--- src/rtl/lc4_ooo_pkg.sv ---
// Shared sizing for the LC4 out-of-order rename path: architectural and
// physical register counts, free-list depth and the physical tag type.
package lc4_ooo_pkg;

    localparam int N_ARCH   = 8;
    localparam int TAG_W    = 4;
    localparam int N_PHYS   = 1 << TAG_W;
    localparam int FL_DEPTH = N_PHYS - N_ARCH;
    // A depth of 1 still needs a one-bit pointer register.
    localparam int FL_PTR_W = (FL_DEPTH > 1) ? $clog2(FL_DEPTH) : 1;

    typedef logic [TAG_W-1:0] tag_t;

endpackage

--- src/rtl/lc4_fl_ptr.sv ---
// Modulo-DEPTH circular-buffer pointer. Load takes priority over increment;
// the wrap is explicit so DEPTH need not be a power of two.
module lc4_fl_ptr
    import lc4_ooo_pkg::*;
#(
    parameter int DEPTH = FL_DEPTH,
    parameter int PTR_W = FL_PTR_W
) (
    input  logic             clk,
    input  logic             rst,
    input  logic             gwe,
    input  logic             inc,
    input  logic             load,
    input  logic [PTR_W-1:0] load_val,
    output logic [PTR_W-1:0] ptr
);

    localparam logic [PTR_W-1:0] LAST = PTR_W'(DEPTH - 1);

    always_ff @(posedge clk) begin
        if (gwe) begin
            if (!rst) begin
                ptr <= '0;
            end else if (load) begin
                ptr <= load_val;
            end else if (inc) begin
                ptr <= (ptr == LAST) ? '0 : ptr + PTR_W'(1);
            end
        end
    end

endmodule

--- src/rtl/lc4_free_list.sv ---
// Physical-register free list: circular buffer with a speculative allocation
// head and a retire head; flush rewinds the speculative head in one cycle.
module lc4_free_list
    import lc4_ooo_pkg::*;
#(
    parameter int n = N_ARCH,
    parameter int w = TAG_W
) (
    input  logic         clk,
    input  logic         rst,
    input  logic         gwe,
    input  logic         alloc_req,
    output logic         alloc_valid,
    output logic [w-1:0] alloc_tag,
    input  logic         commit,
    input  logic [w-1:0] commit_tag,
    input  logic         flush,
    output logic [w:0]   free_count,
    output logic         err
);

    localparam int DEPTH = (1 << w) - n;
    localparam int PTR_W = (DEPTH > 1) ? $clog2(DEPTH) : 1;
    localparam logic [w:0] DEPTH_C = (w + 1)'(DEPTH);

    function automatic logic [PTR_W-1:0] wrap_inc(input logic [PTR_W-1:0] p);
        return (p == PTR_W'(DEPTH - 1)) ? '0 : p + PTR_W'(1);
    endfunction

    logic [w-1:0]     mem [DEPTH];
    logic [PTR_W-1:0] spec_head;
    logic [PTR_W-1:0] ret_head;
    logic [PTR_W-1:0] ret_upd;
    logic [w:0]       inflight;
    logic             do_alloc;
    logic             do_commit;
    logic             bad_alloc;
    logic             bad_commit;

    assign alloc_valid = (inflight != DEPTH_C);
    assign alloc_tag   = mem[spec_head];
    assign free_count  = DEPTH_C - inflight;

    // A flush squashes any allocation in the same cycle without flagging it.
    assign do_alloc   = alloc_req & alloc_valid & ~flush;
    assign bad_alloc  = alloc_req & ~alloc_valid & ~flush;
    assign do_commit  = commit & (inflight != '0);
    assign bad_commit = commit & (inflight == '0);

    // Flush rewinds to the retire head as it stands after this cycle's commit.
    assign ret_upd = do_commit ? wrap_inc(ret_head) : ret_head;

    lc4_fl_ptr #(
        .DEPTH    (DEPTH),
        .PTR_W    (PTR_W)
    ) u_spec (
        .clk      (clk),
        .rst      (rst),
        .gwe      (gwe),
        .inc      (do_alloc),
        .load     (flush),
        .load_val (ret_upd),
        .ptr      (spec_head)
    );

    lc4_fl_ptr #(
        .DEPTH    (DEPTH),
        .PTR_W    (PTR_W)
    ) u_ret (
        .clk      (clk),
        .rst      (rst),
        .gwe      (gwe),
        .inc      (do_commit),
        .load     (1'b0),
        .load_val ('0),
        .ptr      (ret_head)
    );

    always_ff @(posedge clk) begin
        if (gwe) begin
            if (!rst) begin
                inflight <= '0;
                err      <= 1'b0;
            end else begin
                if (flush) begin
                    inflight <= '0;
                end else if (do_alloc && !do_commit) begin
                    inflight <= inflight + (w + 1)'(1);
                end else if (do_commit && !do_alloc) begin
                    inflight <= inflight - (w + 1)'(1);
                end
                if (bad_alloc || bad_commit) begin
                    err <= 1'b1;
                end
            end
        end
    end

    // The retire slot always belongs to an in-flight entry, so writing it
    // never clobbers a tag that is still free.
    always_ff @(posedge clk) begin
        if (gwe) begin
            if (!rst) begin
                for (int i = 0; i < DEPTH; i++) begin
                    mem[i] <= w'(n + i);
                end
            end else if (do_commit) begin
                mem[ret_head] <= commit_tag;
            end
        end
    end

endmodule
--- config.mk ---
export PLATFORM = sky130hd
export DESIGN_NAME = lc4_free_list
export DESIGN_NICKNAME = d
export VERILOG_FILES = /design/src/rtl/lc4_ooo_pkg.sv /design/src/rtl/lc4_fl_ptr.sv /design/src/rtl/lc4_free_list.sv
export SDC_FILE = /design/constraint.sdc
export NUM_CORES = 1
export LEC_CHECK = 0
export ABC_AREA = 1
export BUFFER_PORTS_ARGS = -buffer_cell sky130_fd_sc_hd__buf_2
export CAP_MARGIN = 40
export CORE_MARGIN = 4
export CORE_UTILIZATION = 35
export DETAILED_ROUTE_END_ITERATION = 8
export MAX_ROUTING_LAYER = met4
export PLACE_DENSITY = 0.58
export SYNTH_ARGS = -nofsm -noshare
export SYNTH_HDL_FRONTEND = slang
export SYNTH_SLANG_ARGS = --single-unit
--- constraint.sdc ---
create_clock -name clk -period 2.3 [get_ports clk]
set_input_delay 0.69 -clock clk [delete_from_list [all_inputs] [get_ports clk]]
set_output_delay 0.69 -clock clk [all_outputs]
set_load 0.1 [all_outputs]
==> impl_metrics.yaml, run 1 <==
status:
  status: "complete, but fails checks"
  violations: "setup timing"
synth:
  synth_largest_area_cell: "edfxtp_1"
  synth.top_cell.area_share: 0.520
  synthCells: 266
  synth_seq_area_share: 0.544
  syn_area_um2: 2540
  synth_fp_nets: 286
  synth-seq-cells: 47
  yosysWarnings: 0
  synth_top_cells_by_count: "61 x nand2_1, 44 x edfxtp_1, 32 x inv_1, 32 x nor2_1, 15 x o21ai_0"
  synth_edf_count: 44
  synth_area_per_cell_um2: 9.54
  synthArstFlopShare: 0
  synth_most_common_cell: "nand2_1"
  ys_top_cells_by_area: "edfxtp_1 52%, nand2_1 9.0%, inv_1 4.7%"
  ys_types: 29
  synth_ff_type: "edfxtp_1"
job:
  max_cap_violations: 0
clock_tree:
  cts_max_level: 2
  clkSinkCount: 47
  cts_tree: "done"
  clk_pin_slew_ns: 0.08
  clkLatencyLatePin_ns: 0.29
  numCtsBuffers: 5
  clk_path_buf_depth: 2
  ctsHoldBuffers: 0
  clockRootBuffer: "clkbuf_8"
detailed_routing:
  remaining_drc_errors: 0
  post_drt_wl_per_cell_um: 12.5
  ant_nets: 0
  drt_iter0_drc: 89
  dr.pass1.iters: 4
  wl_um: 5210
  vias: 1906
  vias_per_cell: 4.58
die:
  initial_utilization: 0.368
  num_rows: 30
  ioPinCount: 21
  fp.dieArea_um2: 8680
  die_h_um: 93.2
  die_w_um: 93.2
  core-area_um2: 6910
place:
  dp_cells: 398
  hpwl_um: 3990
  gp_congestion: 0.841
  io_buffers: 20
critical_path:
  path_class: "reg -> reg"
  crit_path_max_fanout: 4
  r2r_cells: 17
  critical_path.endpoint_type: "flip-flop"
  startpoint_type: "flip-flop"
  rr_endpoint: "inflight[4]"
  reg2reg_from: "inflight[1]"
  rrSetupSlack_ns: -0.05
  cp_data_arrival_time_ns: 2.40
  worstPathRequired_ns: 2.35
power_and_ir_drop:
  ir_worst_vdd_v: 0.000269
  powerDensity_nw_per_um2: 664
  totalPowerFinal_mw: 2.21
  p_leak_nw: 1.39
global_route:
  grt_pass1_vias: 1786
  grt_max_degree: 17
  grt_overflow: 0
  grt_antenna_before_repair: 0
  grt_pass1_wl_um: 8420
  grtUsageTotal: 0.127
cells_and_area:
  final_nets: 339
  instances_no_fill: 416
  drive_gt1_frac: 0.338
  diodes: 0
  nFillCells: 643
  syn2layout_area_growth_pct: 31.0
timing:
  rsz0062_at_grt: "true"
  finalSetupTns_ns: -0.0463
  setup_viol: 1
  slew_headroom: 0.678
  worst_slew_pin_slew_ns: 0.487
  slew_viol_final: 0
  finClkSkew_ns: 0.00175
  fin_crit_sh: 1.02
  final-hold-violation-count: 0
  fin_ws_ns: -0.0463
  fmax_mhz: 426
  period_needed_ns: 2.35
worst_hold_path:
  min_from: "u_spec.ptr[2]"
  hold_depth: 2
  hp-class: "reg -> reg"
==> registers in the layout (all words and copies together), names as in the netlist, named ones only <==
name        flops
mem            32
u_ret.ptr       3
inflight        5
err             1
u_spec.ptr      3
==> report_power, final <==
part	leakage (nW)	switching, mW	internal [mW]
Combinational	0.936	0.450	0.263
Clock	0.0392	0.269	0.207
Sequential	0.411	0.0370	0.980
==> worst max-delay path, stage by stage, from the launching register on <==
cell,delay [ns]
edfxtp_1,0.41
inv_2,0.10
ha_4,0.14
inv_4,0.04
nor2_4,0.18
nand3_4,0.11
nand2_4,0.09
inv_4,0.03
ha_4,0.15
inv_4,0.07
buf_12,0.10
ha_4,0.20
nand2_2,0.07
inv_2,0.04
o21ai_1,0.11
nand2_1,0.08
o21ai_1,0.13
a21oi_1,0.05
==> per-layer routing <==
| metal | vias up | wire length [um] | GRT usage |
|---|---|---|---|
| met2 | 31 | 2600 | 0.217 |
| met5 | - | 0 | - |
| met1 | 888 | 2350 | 0.156 |
| met3 | 7 | 182 | 0.0217 |
| met4 | 0 | 79 | 0.0330 |
| li1 | 980 | - | - |
==> stage by stage <==
stage | hold slack (ns) | setup slack, ns | utilization | cell area, um2
5_1_grt | 0.548 | -0.177 | 0.481 | 3320
4_1_cts | 0.516 | 0.00206 | 0.467 | 3230
3_5_place_dp | 0.496 | -0.180 | 0.448 | 3090
3_3_place_gp | 0.485 | -0.127 | 0.448 | 3090
6_report | 0.513 | -0.0463 | 0.481 | 3320
2_1_floorplan | 0.449 | -0.370 | - | 2630
==> layout make-up <==
cell class / instances / area [um2] / area share
clock buffers: 5 / 68.8 / 0.0207
clock inverters: 3 / 15.0 / 0.00452
inverters: 38 / 156 / 0.0470
multi-input cells: 177 / 1120 / 0.336
flip-flops and latches: 47 / 1390 / 0.417
well taps: 96 / 120 / 0.0361
repair buffers: 50 / 462 / 0.139
==> cells in the final DEF (no fill, tap or decap), types with 5 or more instances in the layout <==
cell      count
o22ai_1       8
buf_12        9
buf_2        12
nand2_1      55
nor2_1       30
nand2_2      12
nand3_1      11
clkbuf_8      5
mux2i_1       8
inv_2         8
o21ai_1       5
buf_4        28
o21ai_0      10
ha_1          5
inv_1        25
edfxtp_1     44
==> cell families (layout without fill, tap and decap cells) <==
logic type               after synthesis  in the layout  share of synthesized area
AND/OR/NAND/NOR                      125            125                      0.226
flip-flops                            47             47                      0.544
buffers and inverters                 42             96                     0.0656
AO/OA/AOI/OAI                         31             31                     0.0705
adder cells (fa/ha/maj)               10             10                     0.0522
multiplexers                           8              8                     0.0315
XOR/XNOR                               3              3                     0.0104
==> repair_timing <==
item	in CTS	in global routing
endpoints found under the setup margin	7	10
pin swaps	4	14
setup buffers	4	6
gates resized for setup	10	14
==> worst max-delay path by stage <==
stage | cells after the start | start | slack, ns | end
floorplan | 16 | inflight[0] | -0.37 | inflight[4]
global placement | 13 | flush | -0.13 | inflight[4]
detailed placement | 13 | flush | -0.18 | inflight[4]
CTS | 15 | inflight[1] | 0.002 | inflight[4]
global route | 17 | inflight[1] | -0.18 | inflight[4]
finish | 17 | inflight[1] | -0.05 | inflight[4]
Power figures use the tool's default switching activity.
==> inputs of run 2 (changes only) <==
--- a/config.mk
+++ b/config.mk
@@ -13,6 +13,8 @@
 export DETAILED_ROUTE_END_ITERATION = 8
 export MAX_ROUTING_LAYER = met4
 export PLACE_DENSITY = 0.58
+export SETUP_SLACK_MARGIN = 0.5
+export SKIP_LAST_GASP = 1
 export SYNTH_ARGS = -nofsm -noshare
 export SYNTH_HDL_FRONTEND = slang
 export SYNTH_SLANG_ARGS = --single-unit
==> run 2 against run 1 <==
Effect of this change: the flow still finishes with violations (setup timing); clock power up 28%; combinational power up 22%; largest cell class is now multi-input gates; sequential power about the same; critical path type is now reg -> out; wire length up 5.1%; via count up 2.0%; highest routed layer unchanged.
==> impl_metrics.yaml, run 2 (same netlist as run 1, synthesis figures left out) <==
die:
  num_rows: 30
  die_w_um: 93.2
  fp.dieArea_um2: 8680
  initial_utilization: 0.368
  die_h_um: 93.2
  ioPinCount: 21
  core-area_um2: 6910
place:
  gp_congestion: 0.807
  place_ws_ns: -0.0589
  hpwl_um: 3940
  io_buffers: 20
cells_and_area:
  syn2layout_area_growth_pct: 52.5
  final_nets: 340
  largest_registers: "mem (32), inflight (5)"
  largest_reg_flops: 32
  regMostFlops: "mem"
  final_common_cell: "edfxtp_1"
  diodes: 0
  final_cell_mix: "44 x edfxtp_1, 25 x nand2_1, 22 x buf_4"
  drive_gt1_frac: 0.551
  finalCoreUtilization: 0.561
power_and_ir_drop:
  seqPwrFrac: 0.409
  p_leak_nw: 1.56
  powerDensity_nw_per_um2: 646
  p_sw_frac: 0.342
  totalPowerFinal_mw: 2.50
  power_frac_comb: 0.347
  intPower_mw: 1.64
  ir_worst_vdd_v: 0.000292
  p_switching_uw: 856
  p_clk_frac: 0.243
global_route:
  grt_max_degree: 16
  grtUsageTotal: 0.135
  grt_pass1_wl_um: 9040
  grt_pass1_vias: 1958
  grt_overflow: 0
  grt_antenna_before_repair: 0
critical_path:
  worstPathRequired_ns: 1.61
  crit_path_max_fanout: 3
  critical_path.endpoint_type: "output pin"
  path_cells: "inv_2 -> ha_4 -> inv_4 -> nor2_4 -> buf_4 -> buf_4 -> nor2_4 -> buf_12"
  cp_data_arrival_time_ns: 1.62
  slowest_delay_ns: 0.41
  critPathSlowestCell: "edfxtp_1"
  path_class: "reg -> out"
  r2r_cells: 15
  startpoint_type: "flip-flop"
detailed_routing:
  drt_iter0_drc: 107
  post_drt_wl_per_cell_um: 13.1
  remaining_drc_errors: 0
  vias: 1944
  dr.pass1.iters: 4
  ant_nets: 0
  vias_per_cell: 4.66
  wl_um: 5480
worst_hold_path:
  hold_depth: 2
  hp-class: "reg -> reg"
timing:
  setup_viol: 1
  whs_ns: 0.489
  fin_ws_ns: -0.00581
  final-hold-violation-count: 0
  fmax_mhz: 434
  period_needed_ns: 2.31
  finClkSkew_ns: 0.00612
  finalSetupTns_ns: -0.00581
  fin_crit_sh: 1.00
  slew_headroom: 0.424
  rsz0062_at_grt: "true"
  worst_slew_pin_slew_ns: 0.863
  slew_viol_final: 0
clock_tree:
  cts_max_level: 2
  clk_pin_slew_ns: 0.09
  clockRootBuffer: "clkbuf_8"
  numCtsBuffers: 5
  clkSinkCount: 47
  clk_path_buf_depth: 2
  cts_tree: "done"
  clkLatencyLatePin_ns: 0.30
job:
  max_cap_violations: 0
status:
  status: "complete, but fails checks"
  violations: "setup timing"
-- run 2: what timing repair did --
item	in CTS	in global routing
hold buffers	0	0
setup endpoints to repair	51	93
pin swaps	17	20
gates resized for setup	58	90
buffers inserted	8	6
-- run 2: power groups by stage --
stage          Clock, mW  Sequential (mW)  Combinational [mW]
6_report           0.608             1.02               0.868
5_1_grt            0.670             1.03               0.922
4_1_cts            0.615             1.02               0.777
3_5_place_dp           0             1.03               0.710
3_3_place_gp           0             1.03               0.705
2_1_floorplan          0             1.03               0.504
-- run 2: final cells by class --
type	count	area [um2]
Clock buffer	5	68.8
Clock inverter	3	43.8
Fill cell	576	3040
Inverter	38	165
Multi-Input combinational cell	177	1560
Sequential cell	47	1390
Tap cell	96	120
Timing Repair Buffer	51	528
-- run 2: worst paths after layout --
check,start,endpoint,slack [ns]
setup / recovery,inflight[0],free_count[2],-0.006
hold reg to reg,u_spec.ptr[1],flip-flop,0.49
hold / removal,u_spec.ptr[1],flip-flop,0.49
setup reg to reg,inflight[0],inflight[4],0.05
-- run 2: layer usage --
layer,GRT usage,part of all wire,vias up
met1,0.165,0.44,929
met3,0.0209,0.020,5
met2,0.231,0.53,21
met4,0.0403,0.0080,0
met5,-,0,-
li1,-,-,989
-- run 2: stage by stage --
step,std cells,cell area (um2)
floorplan,266,2700
global placement,395,3110
detailed placement,395,3110
CTS,411,3480
global route,417,3870
finish,417,3870
-- run 2: critical path: cells and delay by family, from the launching register on --
kind	cells	cell delay [ns]
buf+inv	5	0.54
flops	1	0.41
fa+ha+maj	1	0.15
simple gates	2	0.20
==> inputs of run 3 (changes only) <==
--- a/config.mk
+++ b/config.mk
@@ -5,14 +5,13 @@
 export SDC_FILE = /design/constraint.sdc
 export NUM_CORES = 1
 export LEC_CHECK = 0
-export ABC_AREA = 1
 export BUFFER_PORTS_ARGS = -buffer_cell sky130_fd_sc_hd__buf_2
 export CAP_MARGIN = 40
 export CORE_MARGIN = 4
 export CORE_UTILIZATION = 35
 export DETAILED_ROUTE_END_ITERATION = 8
 export MAX_ROUTING_LAYER = met4
-export PLACE_DENSITY = 0.58
+export PLACE_DENSITY = 0.56
 export SETUP_SLACK_MARGIN = 0.5
 export SKIP_LAST_GASP = 1
 export SYNTH_ARGS = -nofsm -noshare
==> run 3 against run 2 <==
Effect of this change: global-route usage rose by 2.0 points; clock skew rose by 0.0041 ns; critical path depth fell by 4; setup slack got worse by 0.16 ns; clock power rose by 3%; die area rose by 2.4%; critical endpoint is now alloc_tag[1]; core utilization fell by 1.6 points; via count fell by 4.7%; flip-flop and latch count did not move; sequential share of layout area fell by 0.84 points; the flow still finishes with violations (setup timing); wire length rose by 12%.
==> impl_metrics.yaml, run 3 <==
cells_and_area:
  syn2layout_area_growth_pct: 51.4
  regMostFlops: "mem"
  instances_no_fill: 368
  final_cell_mix: "44 x edfxtp_1, 25 x buf_4, 16 x nor2_1"
  nFillCells: 643
  final_common_cell: "edfxtp_1"
  largest_reg_flops: 32
  drive_gt1_frac: 0.546
  final_nets: 288
  diodes: 0
  largest_registers: "mem (32), inflight (5)"
  final_cell_area_um2: 3950
synth:
  synth.top_cell.area_share: 0.507
  synth_most_common_cell: "edfxtp_1"
  synth_fp_nets: 228
  synth_largest_area_cell: "edfxtp_1"
  synth_top_cells_by_count: "44 x edfxtp_1, 17 x nand2_1, 17 x nand2b_1, 17 x nor2_1, 10 x inv_1"
  synth_edf_count: 44
  synth_ff_type: "edfxtp_1"
  synth_seq_area_share: 0.530
  ys_top_cells_by_area: "edfxtp_1 51%, mux4_2 6.9%, ha_1 4.3%"
  synth-seq-cells: 47
  synthArstFlopShare: 0
  synth_area_per_cell_um2: 12.5
  syn_area_um2: 2610
  synthCells: 208
  yosysWarnings: 0
  ys_types: 43
detailed_routing:
  post_drt_wl_per_cell_um: 16.7
  vias: 1853
  ant_nets: 0
  vias_per_cell: 5.04
  wl_met1_um: 2670
  dr.pass1.iters: 4
  wl_met2_um: 3250
  met3RoutedLength_um: 111
  top_layer: "met4"
  drt_iter0_drc: 55
  wl_um: 6130
  remaining_drc_errors: 0
power_and_ir_drop:
  intPower_mw: 1.69
  powerDensity_nw_per_um2: 635
  p_clk_frac: 0.250
  p_switching_uw: 816
  ir_worst_vdd_v: 0.000344
  seqPwrFrac: 0.402
  p_sw_frac: 0.325
  power_frac_comb: 0.349
  p_leak_nw: 1.47
place:
  dp_cells: 343
  hpwl_um: 4380
  place_ws_ns: -0.155
  place_area_um2: 3300
  io_buffers: 20
  gp_congestion: 0.789
status:
  status: "complete, but fails checks"
  violations: "setup timing"
critical_path:
  critical_path.endpoint_type: "output pin"
  cp_data_arrival_time_ns: 1.77
  path_class: "reg -> out"
  critPathSlowestCell: "mux4_2"
  r2r_cells: 11
  slowest_delay_ns: 0.52
  path_cells: "buf_12 -> mux4_2 -> mux2_4 -> buf_12"
  startpoint_type: "flip-flop"
  reg2reg_from: "inflight[1]"
  crit_path_max_fanout: 8
  worstPathRequired_ns: 1.61
  cpMostUsedCell: "buf_12"
clock_tree:
  clkSinkCount: 47
  clk_pin_slew_ns: 0.09
  clk_path_buf_depth: 2
  cts_tree: "done"
  clkLatencyLatePin_ns: 0.31
  numCtsBuffers: 5
  cts_max_level: 2
  clockRootBuffer: "clkbuf_8"
  ctsHoldBuffers: 0
global_route:
  grtUsageTotal: 0.155
  grt_overflow: 0
  grt_antenna_before_repair: 0
  grt_pass1_vias: 1941
  grt_max_degree: 16
  grt_pass1_wl_um: 10100
die:
  die_w_um: 94.3
  core-area_um2: 7250
  fp.dieArea_um2: 8890
  die_h_um: 94.3
  ioPinCount: 21
  initial_utilization: 0.359
  num_rows: 31
timing:
  worst_slew_pin_slew_ns: 0.490
  fin_ws_ns: -0.164
  period_needed_ns: 2.46
  slew_headroom: 0.675
  finClkSkew_ns: 0.0102
  setup_viol: 7
  rsz0062_at_grt: "true"
  whs_ns: 0.538
  slew_viol_final: 0
  final-hold-violation-count: 0
  fin_crit_sh: 1.07
  finalSetupTns_ns: -0.880
  fmax_mhz: 406
worst_hold_path:
  min_from: "u_spec.ptr[1]"
  hold_depth: 2
  hp-class: "reg -> reg"
job:
  max_cap_violations: 0
run 3: final timing paths:
kind             endpoint  slack (ns)
max          alloc_tag[1]       -0.16
min             flip-flop        0.54
max reg2reg   inflight[4]       -0.16
min reg2reg     flip-flop        0.54
run 3: cell families (layout without fill, tap and decap cells):
kind of cell | Yosys count | count (layout) | share of synthesized area
buffers and inverters | 22 | 83 | 0.0408
AO/OA/AOI/OAI | 28 | 28 | 0.0807
AND/OR/NAND/NOR | 82 | 82 | 0.188
adder cells (fa/ha/maj) | 10 | 10 | 0.0509
multiplexers | 12 | 12 | 0.0864
flip-flops | 47 | 47 | 0.530
XOR/XNOR | 7 | 7 | 0.0235
run 3: what timing repair did:
item	CTS	global route
pin swaps	17	14
gates resized for setup	59	15
setup buffers	13	4
cloned	0	0
hold endpoints to repair	0	0
setup endpoints to repair	85	92
run 3: cell type report:
cell class | count | area (um2) | share of cell area
repair buffers | 65 | 706 | 0.179
multi-input cells | 139 | 1580 | 0.399
well taps | 99 | 124 | 0.0314
flip-flops and latches | 47 | 1380 | 0.350
clock inverters | 3 | 43.8 | 0.0111
inverters | 10 | 45.0 | 0.0114
clock buffers | 5 | 68.8 | 0.0174
run 3: metrics by stage:
step                       util  power [mW]
after global placement    0.455        1.72
after detailed placement  0.455        1.73
after floorplan               -        1.55
final                     0.544        2.51
after global routing      0.544        2.61
after CTS                 0.525        2.48
run 3: power groups by stage:
| stage | logic, mW | registers (mW) | clock network (mW) |
|---|---|---|---|
| floorplan | 0.513 | 1.03 | 0 |
| global placement | 0.698 | 1.02 | 0 |
| detailed placement | 0.702 | 1.03 | 0 |
| CTS | 0.836 | 1.01 | 0.638 |
| global route | 0.923 | 1.01 | 0.675 |
| finish | 0.875 | 1.01 | 0.626 |
run 3: per-layer routing:
| metal | track usage | vias to the layer above |
|---|---|---|
| met2 | 0.261 | 21 |
| met1 | 0.192 | 929 |
| met5 | - | - |
| met4 | 0.0505 | 0 |
| met3 | 0.0224 | 9 |
| li1 | - | 894 |
run 3: worst max-delay path: cells and delay by family (launching register included):
family,cells,cell delay [ns]
buffers and inverters,2,0.31
flip-flops,1,0.35
multiplexers,2,0.82
